--- src/rtl/db_ram_1p_arb_pkg.sv ---
// Shared encodings for the deblocking SRAM arbiter: FSM states and the
// request/grant bit positions used by the round-robin picker.
package db_ram_1p_arb_pkg;

    typedef enum logic {
        ST_RUN  = 1'b0,
        ST_INIT = 1'b1
    } arb_st_e;

    localparam int GNT_WR = 0;
    localparam int GNT_RD = 1;

endpackage

--- src/rtl/db_ram_1p_arb_rr.sv ---
// 2-way round-robin picker for the SRAM arbiter; owns the last-grant flop.
// Grant is one-hot or zero, and zero whenever en is low.
module db_ram_arb_rr
    import db_ram_1p_arb_pkg::*;
(
    input  logic       clk,
    input  logic       rst,
    input  logic [1:0] req,
    input  logic       en,
    output logic [1:0] gnt
);

    // 1 means the previous transfer went to RD
    logic last_rd_q;

    always_comb begin
        gnt = 2'b00;
        if (en) begin
            if (&req) begin
                if (last_rd_q) gnt[GNT_WR] = 1'b1;
                else           gnt[GNT_RD] = 1'b1;
            end else begin
                gnt = req;
            end
        end
    end

    always_ff @(posedge clk) begin
        if (rst)        last_rd_q <= 1'b0;
        else if (|gnt)  last_rd_q <= gnt[GNT_RD];
    end

endmodule

--- src/rtl/db_ram_1p_arb.sv ---
// Single-port SRAM arbiter/sequencer for the deblocking filter.
// Define DB_RAM_ARB_INIT_EN to build the INIT_VAL fill sweep.
module db_ram_1p_arb
    import db_ram_1p_arb_pkg::*;
#(
    parameter int                    WORD_WIDTH = 20,
    parameter int                    ADDR_WIDTH = 8,
    parameter logic [WORD_WIDTH-1:0] INIT_VAL   = '0
) (
    input  logic                  clk,
    input  logic                  rst,
    input  logic                  wr_val_i,
    output logic                  wr_rdy_o,
    input  logic [ADDR_WIDTH-1:0] wr_adr_i,
    input  logic [WORD_WIDTH-1:0] wr_dat_i,
    input  logic                  rd_val_i,
    output logic                  rd_rdy_o,
    input  logic [ADDR_WIDTH-1:0] rd_adr_i,
    output logic                  rd_vld_o,
    output logic [WORD_WIDTH-1:0] rd_dat_o,
    input  logic                  init_i,
    output logic                  init_bsy_o,
    output logic                  init_done_o,
    output logic                  cen_o,
    output logic                  oen_o,
    output logic                  wen_o,
    output logic [ADDR_WIDTH-1:0] adr_o,
    output logic [WORD_WIDTH-1:0] dat_o,
    input  logic [WORD_WIDTH-1:0] dat_i
);

    logic [1:0]            req, gnt;
    logic                  arb_en;
    logic                  sweep;
    logic [ADDR_WIDTH-1:0] sweep_adr;
    logic [WORD_WIDTH-1:0] sweep_dat;
    logic                  rd_vld_q;

    assign req[GNT_WR] = wr_val_i;
    assign req[GNT_RD] = rd_val_i;

`ifdef DB_RAM_ARB_INIT_EN
    arb_st_e               state_q, state_d;
    logic [ADDR_WIDTH-1:0] cnt_q, cnt_d;
    logic                  done_q, done_d;

    always_ff @(posedge clk) begin
        if (rst) begin
            state_q <= ST_RUN;
            cnt_q   <= '0;
            done_q  <= 1'b0;
        end else begin
            state_q <= state_d;
            cnt_q   <= cnt_d;
            done_q  <= done_d;
        end
    end

    always_comb begin
        state_d = state_q;
        cnt_d   = cnt_q;
        done_d  = 1'b0;
        case (state_q)
            ST_RUN: begin
                if (init_i) begin
                    state_d = ST_INIT;
                    cnt_d   = '0;
                end
            end
            ST_INIT: begin
                cnt_d = cnt_q + 1'b1;
                if (cnt_q == {ADDR_WIDTH{1'b1}}) begin
                    state_d = ST_RUN;
                    done_d  = 1'b1;
                end
            end
            default: state_d = ST_RUN;
        endcase
    end

    assign arb_en      = !rst && (state_q == ST_RUN);
    assign sweep       = !rst && (state_q == ST_INIT);
    assign sweep_adr   = cnt_q;
    assign sweep_dat   = INIT_VAL;
    assign init_bsy_o  = (state_q == ST_INIT);
    assign init_done_o = done_q;
`else
    logic unused_init;
    assign unused_init = &{1'b0, init_i, INIT_VAL};

    assign arb_en      = !rst;
    assign sweep       = 1'b0;
    assign sweep_adr   = '0;
    assign sweep_dat   = '0;
    assign init_bsy_o  = 1'b0;
    assign init_done_o = 1'b0;
`endif

    db_ram_arb_rr u_rr (
        .clk (clk),
        .rst (rst),
        .req (req),
        .en  (arb_en),
        .gnt (gnt)
    );

    assign wr_rdy_o = gnt[GNT_WR];
    assign rd_rdy_o = gnt[GNT_RD];

    // Sweep and grants are mutually exclusive, so priority order is immaterial
    always_comb begin
        cen_o = 1'b1;
        wen_o = 1'b1;
        adr_o = '0;
        dat_o = '0;
        if (sweep) begin
            cen_o = 1'b0;
            wen_o = 1'b0;
            adr_o = sweep_adr;
            dat_o = sweep_dat;
        end else if (gnt[GNT_WR]) begin
            cen_o = 1'b0;
            wen_o = 1'b0;
            adr_o = wr_adr_i;
            dat_o = wr_dat_i;
        end else if (gnt[GNT_RD]) begin
            cen_o = 1'b0;
            adr_o = rd_adr_i;
        end
    end

    always_ff @(posedge clk) begin
        if (rst) rd_vld_q <= 1'b0;
        else     rd_vld_q <= gnt[GNT_RD];
    end

    // A reset landing on the result cycle must suppress the stale valid
    assign rd_vld_o = rd_vld_q && !rst;
    assign rd_dat_o = dat_i;
    assign oen_o    = 1'b0;

endmodule

--- config.mk ---
export PLATFORM = sky130hd
export DESIGN_NAME = db_ram_1p_arb
export DESIGN_NICKNAME = d
export VERILOG_FILES = /design/src/rtl/db_ram_1p_arb_pkg.sv /design/src/rtl/db_ram_1p_arb_rr.sv /design/src/rtl/db_ram_1p_arb.sv
export SDC_FILE = /design/constraint.sdc
export NUM_CORES = 1
export LEC_CHECK = 0
export CAP_MARGIN = 20
export CORE_MARGIN = 5
export CORE_UTILIZATION = 16
export DETAILED_ROUTE_END_ITERATION = 10
export PLACE_DENSITY = 0.84
export SYNTH_ARGS = -nofsm -noshare
export SYNTH_HDL_FRONTEND = slang
export SYNTH_HIERARCHICAL = 1
export SYNTH_SLANG_ARGS = --single-unit
--- constraint.sdc ---
create_clock -name clk -period 1.61 [get_ports clk]
set_input_delay 0.322 -clock clk [delete_from_list [all_inputs] [get_ports clk]]
set_output_delay 0.322 -clock clk [all_outputs]
set_load 0.01 [all_outputs]
# Word level (Yosys, flattened, before mapping)
# Cells that the tools add are included.
dict set report totals {
  reg_bits 2
  inputBits 61
  out_inout_bits 56
  elab_cells 16
}
dict set report classes {
  mux 10
  n_reduce_logical 4
}
# cell n
set op_table {}
lappend op_table {{2-to-1 mux 20 bit} 1}
lappend op_table {{2-to-1 mux 8 bit} 2}
lappend op_table {{2-to-1 mux 1 bit} 5}
lappend op_table {{2-to-1 mux 2 bit} 2}
lappend op_table {{AND reduction 2 bit} 1}
lappend op_table {{OR reduction 2 bit} 1}
lappend op_table {{logical AND 1 bit} 1}
lappend op_table {{logical NOT 1 bit} 1}

# Longest topological paths before layout
dict set report logic_depth {
  ltp_word 5
  mapped_depth 6
  mapped_depth_nobuf 5
}

# Cells and area by module
# Netlist, hierarchy kept.
# module instances cells_each area_per_inst_um2 seq_area_each_um2
set modules_own_cells {}
lappend modules_own_cells {db_ram_1p_arb 1 66 483.0 20.0}
lappend modules_own_cells {db_ram_arb_rr 1 8 55.1 20.0}

# Worst setup path before layout
# OpenSTA, ideal clock, no wires.
dict set report synth_timing {
  path_type {in2out}
  start {input port rst}
  end {output port adr_o[5]}
  t_arrival_ns 1.444
  required_time_ns 1.288
  path_slack_ns -0.156
  cell_stages 6
  path_buffers 1
  cell_sequence {inv_1 -> nand2_1 -> a21oi_1 -> buf_6 -> nand2_1 -> o21ai_0}
}
dict set report synth_via {
  elab_cells_between_ends 3
  cone_classes {mux: 3}
}
# item line_no
set synth_lines {}
lappend synth_lines {{from (decl)} db_ram_1p_arb.sv:11} ;# input logic rst,
lappend synth_lines {{2-to-1 mux 2 bit} db_ram_1p_arb_rr.sv:18} ;# if (en) begin
lappend synth_lines {{net wr_rdy_o} db_ram_1p_arb.sv:13} ;# output logic wr_rdy_o,
lappend synth_lines {{2-to-1 mux 8 bit} db_ram_1p_arb.sv:121} ;# end else if (gnt[GNT_WR]) begin
lappend synth_lines {{to (decl)} db_ram_1p_arb.sv:27} ;# output logic [ADDR_WIDTH-1:0] adr_o,
# The timed path passes the listed nets, and every way through them passes these cells.

# Worst setup path in the final report
dict set report layout_timing {
  start {register u_rr.last_rd_q}
  end {output port adr_o[7]}
}
dict set report layout_via {
  elab_chain_cells 5
  elab_cells_between_ends 6
  cone_classes {mux: 6}
}
# item line_no
set layout_rtl {}
lappend layout_rtl {{from (decl)} db_ram_1p_arb_rr.sv:14} ;# logic last_rd_q;
lappend layout_rtl {{from (signal assigned)} db_ram_1p_arb_rr.sv:30} ;# else if (|gnt) last_rd_q <= gnt[GNT_RD];
lappend layout_rtl {{2-to-1 mux 1 bit} db_ram_1p_arb_rr.sv:20} ;# if (last_rd_q) gnt[GNT_WR] = 1'b1;
lappend layout_rtl {{2-to-1 mux 2 bit *} db_ram_1p_arb_rr.sv:19} ;# if (&req) begin
lappend layout_rtl {{2-to-1 mux 2 bit *} db_ram_1p_arb_rr.sv:18}
lappend layout_rtl {{2-to-1 mux 8 bit} db_ram_1p_arb.sv:126} ;# end else if (gnt[GNT_RD]) begin
lappend layout_rtl {{2-to-1 mux 8 bit *} db_ram_1p_arb.sv:121}
# Every way passes the cells marked *; elsewhere a longest branch is shown, timed or not.

==> flow_results.xml <==
<?xml version="1.0" encoding="UTF-8"?>
<metrics>
  <group name="run_status">
    <metric name="status" unit="">finished, violations left</metric>
    <metric name="failing_checks" unit="">setup timing</metric>
  </group>
  <group name="logic_synthesis">
    <metric name="ys_ff_latch" unit="">2</metric>
    <metric name="synthesis.area" unit="um2">538.0</metric>
    <metric name="ys_seq_area_frac" unit="">0.07442</metric>
    <metric name="post_synth.cell_area_avg" unit="um2">7.270</metric>
    <metric name="syn_inst" unit="">74</metric>
    <metric name="yosysWarningCount" unit="">6</metric>
    <metric name="ys_types" unit="">15</metric>
  </group>
  <group name="drt">
    <metric name="post_drt_via_cell_ratio" unit="">3.877</metric>
    <metric name="routed_wire_length_per_instance" unit="um">12.36</metric>
    <metric name="drt_pass1_iterations" unit="">4</metric>
    <metric name="drc_errors" unit="">0</metric>
    <metric name="drt_iter0_drc" unit="">9</metric>
    <metric name="num_vias" unit="">756</metric>
    <metric name="final_antenna_violating_net_count" unit="">0</metric>
    <metric name="detail_route.wirelength" unit="um">2410</metric>
  </group>
  <group name="sta">
    <metric name="layout_worst_path_cycle_share" unit="">1.089</metric>
    <metric name="timing.fmax" unit="GHz">0.5702</metric>
    <metric name="timing.final.crit_period" unit="ns">1.754</metric>
    <metric name="maxSlewViolCount" unit="">0</metric>
    <metric name="unrepaired_setup_endpoints_after_global_routing" unit="">true</metric>
    <metric name="final.setup.tns" unit="ns">-1.613</metric>
    <metric name="finalWorstSetupSlack" unit="ns">-0.1439</metric>
    <metric name="hold_viol" unit="">0</metric>
    <metric name="setup_viol" unit="">20</metric>
    <metric name="clock_skew" unit="ns">0.004065</metric>
  </group>
  <group name="worst_setup_path">
    <metric name="crit_path_top_delay_cell" unit="">sky130_fd_sc_hd__dfxtp_2</metric>
    <metric name="reg_to_reg_startpoint" unit="">u_rr/last_rd_q$_SDFFE_PP0P_</metric>
    <metric name="setup.worst_path.start_class" unit="">flip-flop</metric>
    <metric name="crit_chain" unit="">inv_2, a21oi_4, buf_6, nor2b_4, buf_6, a22o_4, buf_6</metric>
    <metric name="timing.setup.critical_path_class" unit="">reg -&gt; out</metric>
    <metric name="critical_path_fanouts_max" unit="">5</metric>
    <metric name="crit_top_cell" unit="">sky130_fd_sc_hd__buf_6</metric>
    <metric name="critPathTopFamily" unit="">buffers and inverters</metric>
    <metric name="timing.critical_path.from" unit="">u_rr/last_rd_q$_SDFFE_PP0P_</metric>
    <metric name="buffers_plus_inverters_on_the_worst_setup_path" unit="">4</metric>
    <metric name="delay_of_the_slowest_critical_path_stage" unit="ns">0.33</metric>
    <metric name="arrival" unit="ns">1.43</metric>
    <metric name="timing.critical_path.to_type" unit="">primary output</metric>
    <metric name="crit_required" unit="ns">1.29</metric>
  </group>
  <group name="power">
    <metric name="p_switching" unit="uW">133.5</metric>
    <metric name="power.static_leakage" unit="uW">0.0006624</metric>
    <metric name="power.ir.vdd_worst" unit="uV">195.5</metric>
    <metric name="power.share.switching" unit="">0.2794</metric>
    <metric name="pwr-share-seq" unit="">0.115</metric>
    <metric name="power_density_of_the_placed_cells" unit="nW/um2">343.3</metric>
    <metric name="intPower" unit="uW">344.5</metric>
    <metric name="clock_power_share" unit="">0.225</metric>
    <metric name="design_power_total" unit="uW">478.0</metric>
    <metric name="p_comb_frac" unit="">0.661</metric>
  </group>
  <group name="cells_and_area">
    <metric name="n_antenna_cell" unit="">0</metric>
    <metric name="area.sequential" unit="um2">41.29</metric>
    <metric name="fin_nets" unit="">212</metric>
    <metric name="post_route_cells_drive_above_1_share" unit="">0.5705</metric>
    <metric name="multi_input_gate_area_in_the_final_layout" unit="um2">356.6</metric>
    <metric name="final_design_area_no_fill" unit="um2">1393</metric>
    <metric name="fillerInstances" unit="">326</metric>
    <metric name="flow.area_growth_from_synthesis" unit="%">158.8</metric>
    <metric name="layoutNonFillerInstCount" unit="">195</metric>
  </group>
  <group name="clocking">
    <metric name="clock-sinks" unit="">2</metric>
    <metric name="cts_max_level" unit="">1</metric>
    <metric name="clock_tree.root_cell" unit="">sky130_fd_sc_hd__clkbuf_4</metric>
    <metric name="insertion_delay" unit="ns">0.22</metric>
    <metric name="cts_max_path_bufs" unit="">2</metric>
    <metric name="total_clock_buffers_created_by_cts" unit="">3</metric>
    <metric name="tritoncts" unit="">yes</metric>
    <metric name="cts.hold.buffers_added" unit="">0</metric>
    <metric name="cts.clk_slew.worst_paths" unit="ns">0.03</metric>
  </group>
  <group name="floorplanning">
    <metric name="die_width" unit="um">67.99</metric>
    <metric name="std_cell_rows" unit="">21</metric>
    <metric name="floorplan.core_area" unit="um2">3284</metric>
    <metric name="io-pin-count" unit="">117</metric>
    <metric name="design.die.area" unit="um2">4622</metric>
    <metric name="die_y" unit="um">67.99</metric>
    <metric name="start_util" unit="">0.1638</metric>
  </group>
  <group name="worst_hold_path">
    <metric name="hold_path_class" unit="">in -&gt; reg</metric>
    <metric name="hold_path.startpoint" unit="">wr_val_i</metric>
  </group>
  <group name="global_route">
    <metric name="grt_util_met2" unit="">0.2010</metric>
    <metric name="grt_antenna_before_repair" unit="">0</metric>
    <metric name="grt.met1_usage" unit="">0.08147</metric>
    <metric name="grt_overflow" unit="">0</metric>
    <metric name="grt_busiest_layer" unit="">met2</metric>
    <metric name="largest_net_degree_at_the_start_of_global_routing" unit="">7</metric>
    <metric name="fraction_of_met3_tracks_used_by_global_routing" unit="">0.03941</metric>
    <metric name="groute.usage.overall" unit="">0.09953</metric>
    <metric name="grt_pass1_wl" unit="um">3498</metric>
    <metric name="grt_pass1_vias" unit="">797</metric>
  </group>
  <group name="place">
    <metric name="numPortBuffers" unit="">72</metric>
    <metric name="post-place-cells" unit="">173</metric>
    <metric name="placement.setup.worst_slack" unit="ns">-0.7432</metric>
    <metric name="dpl-instance-area" unit="um2">1159</metric>
    <metric name="gp_routability_congestion" unit="">0.6776</metric>
  </group>
  <group name="run">
    <metric name="cap_viol_max_count" unit="">0</metric>
  </group>
</metrics>
==> timing repair <==
item / in CTS / in global routing
pin swaps: 4 / 2
gates cloned: 2 / 0
setup endpoints to repair: 33 / 29
resized for setup: 170 / 14
buffers inserted: 16 / 2
==> cell families after synthesis <==
kind of cell           count (synthesis)  share of synthesized area
flip-flops                             2                    0.07442
AO/OA/AOI/OAI                         12                     0.1744
other                                  1                   0.006970
buffers and inverters                 29                     0.4047
AND/OR/NAND/NOR                       30                     0.3395
==> power groups by stage <==
stage / Combinational [uW] / Sequential (uW) / Clock, uW
2_1_floorplan: 136 / 54.8 / 0
3_5_place_dp: 256 / 54.9 / 0
4_1_cts: 307 / 54.7 / 113
6_report: 316 / 54.8 / 107
5_1_grt: 338 / 55.0 / 126
3_3_place_gp: 254 / 54.9 / 0
==> area by class of cell <==
cell class | instances | share of cell area
repair buffers | 96 | 0.6487
flip-flops and latches | 2 | 0.02965
multi-input cells | 45 | 0.2561
inverters | 3 | 0.008086
clock buffers | 3 | 0.01617
well taps | 46 | 0.04133
==> worst reg2reg max path, delay by kind of cell (launching register included) <==
| kind | cells | cell delay [ns] |
|---|---|---|
| flip-flops | 1 | 0.32 |
| buffers and inverters | 2 | 0.28 |
| AND/OR/NAND/NOR | 1 | 0.12 |
| AO/OA/AOI/OAI | 1 | 0.13 |
==> worst paths after layout <==
path | endpoint | slack (ns) | depth (start not counted)
max reg2reg | rd_vld_q$_SDFF_PP0_ | 0.68 | 4
min | u_rr/last_rd_q$_SDFFE_PP0P_ | 0.37 | 2
min reg2reg | u_rr/last_rd_q$_SDFFE_PP0P_ | 0.67 | 3
max | adr_o[7] | -0.14 | 7
==> synth_stat cells <==
library cell               number  area share
sky130_fd_sc_hd__and2_2         4       0.056
sky130_fd_sc_hd__buf_6          3       0.063
sky130_fd_sc_hd__conb_1         1      0.0070
sky130_fd_sc_hd__nor2_1         1      0.0070
sky130_fd_sc_hd__nor2b_1        2       0.023
sky130_fd_sc_hd__a311oi_1       1       0.016
sky130_fd_sc_hd__and2_1        16        0.19
sky130_fd_sc_hd__a21oi_1        3       0.028
sky130_fd_sc_hd__inv_1          3       0.021
sky130_fd_sc_hd__buf_4         23        0.32
sky130_fd_sc_hd__dfxtp_1        2       0.074
sky130_fd_sc_hd__a22o_2         6        0.11
sky130_fd_sc_hd__o21ai_0        2       0.019
sky130_fd_sc_hd__nor2b_4        1       0.026
sky130_fd_sc_hd__nand2_1        6       0.042
==> registers in the layout (all words and copies together) (netlist names) <==
name and flops:
u_rr/last_rd_q 1, rd_vld_q 1
==> placed cells by master (no fill, tap or decap) <==
cell type | synthesis | layout
sky130_fd_sc_hd__a21oi_1 | 3 | 1
sky130_fd_sc_hd__a21oi_2 | 0 | 1
sky130_fd_sc_hd__a21oi_4 | 0 | 1
sky130_fd_sc_hd__a22o_2 | 6 | 3
sky130_fd_sc_hd__a22o_4 | 0 | 3
sky130_fd_sc_hd__a311oi_1 | 1 | 1
sky130_fd_sc_hd__and2_1 | 16 | 12
sky130_fd_sc_hd__and2_4 | 0 | 8
sky130_fd_sc_hd__buf_12 | 0 | 1
sky130_fd_sc_hd__buf_2 | 0 | 14
sky130_fd_sc_hd__buf_4 | 23 | 12
sky130_fd_sc_hd__buf_6 | 3 | 25
sky130_fd_sc_hd__clkbuf_2 | 0 | 1
sky130_fd_sc_hd__clkbuf_4 | 0 | 3
sky130_fd_sc_hd__clkdlybuf4s15_1 | 0 | 1
sky130_fd_sc_hd__clkdlybuf4s15_2 | 0 | 5
sky130_fd_sc_hd__clkdlybuf4s50_1 | 0 | 37
sky130_fd_sc_hd__conb_1 | 1 | 3
sky130_fd_sc_hd__dfxtp_1 | 2 | 1
sky130_fd_sc_hd__dfxtp_2 | 0 | 1
sky130_fd_sc_hd__inv_1 | 3 | 1
sky130_fd_sc_hd__inv_2 | 0 | 2
sky130_fd_sc_hd__nand2_1 | 6 | 3
sky130_fd_sc_hd__nand2_2 | 0 | 2
sky130_fd_sc_hd__nand2_4 | 0 | 1
sky130_fd_sc_hd__nor2_1 | 1 | 1
sky130_fd_sc_hd__nor2b_1 | 2 | 2
sky130_fd_sc_hd__nor2b_4 | 1 | 1
sky130_fd_sc_hd__o21ai_1 | 0 | 1
sky130_fd_sc_hd__o21ai_2 | 0 | 1
==> metrics by stage <==
| stage | utilization | hold slack [ns] |
|---|---|---|
| after global placement | 0.3528 | 0.5660 |
| after global routing | 0.4240 | 0.3799 |
| after floorplan | - | 0.3936 |
| after detailed placement | 0.3528 | 0.5865 |
| after CTS | 0.4133 | 0.3868 |
| final | 0.4240 | 0.3655 |
==> metal layers <==
| metal | vias to the layer above | wire (um) |
|---|---|---|
| met5 | - | 0 |
| met3 | 14 | 322 |
| met2 | 47 | 1261 |
| li1 | 363 | - |
| met4 | 0 | 51 |
| met1 | 332 | 774 |
Power figures use the tool's default switching activity.
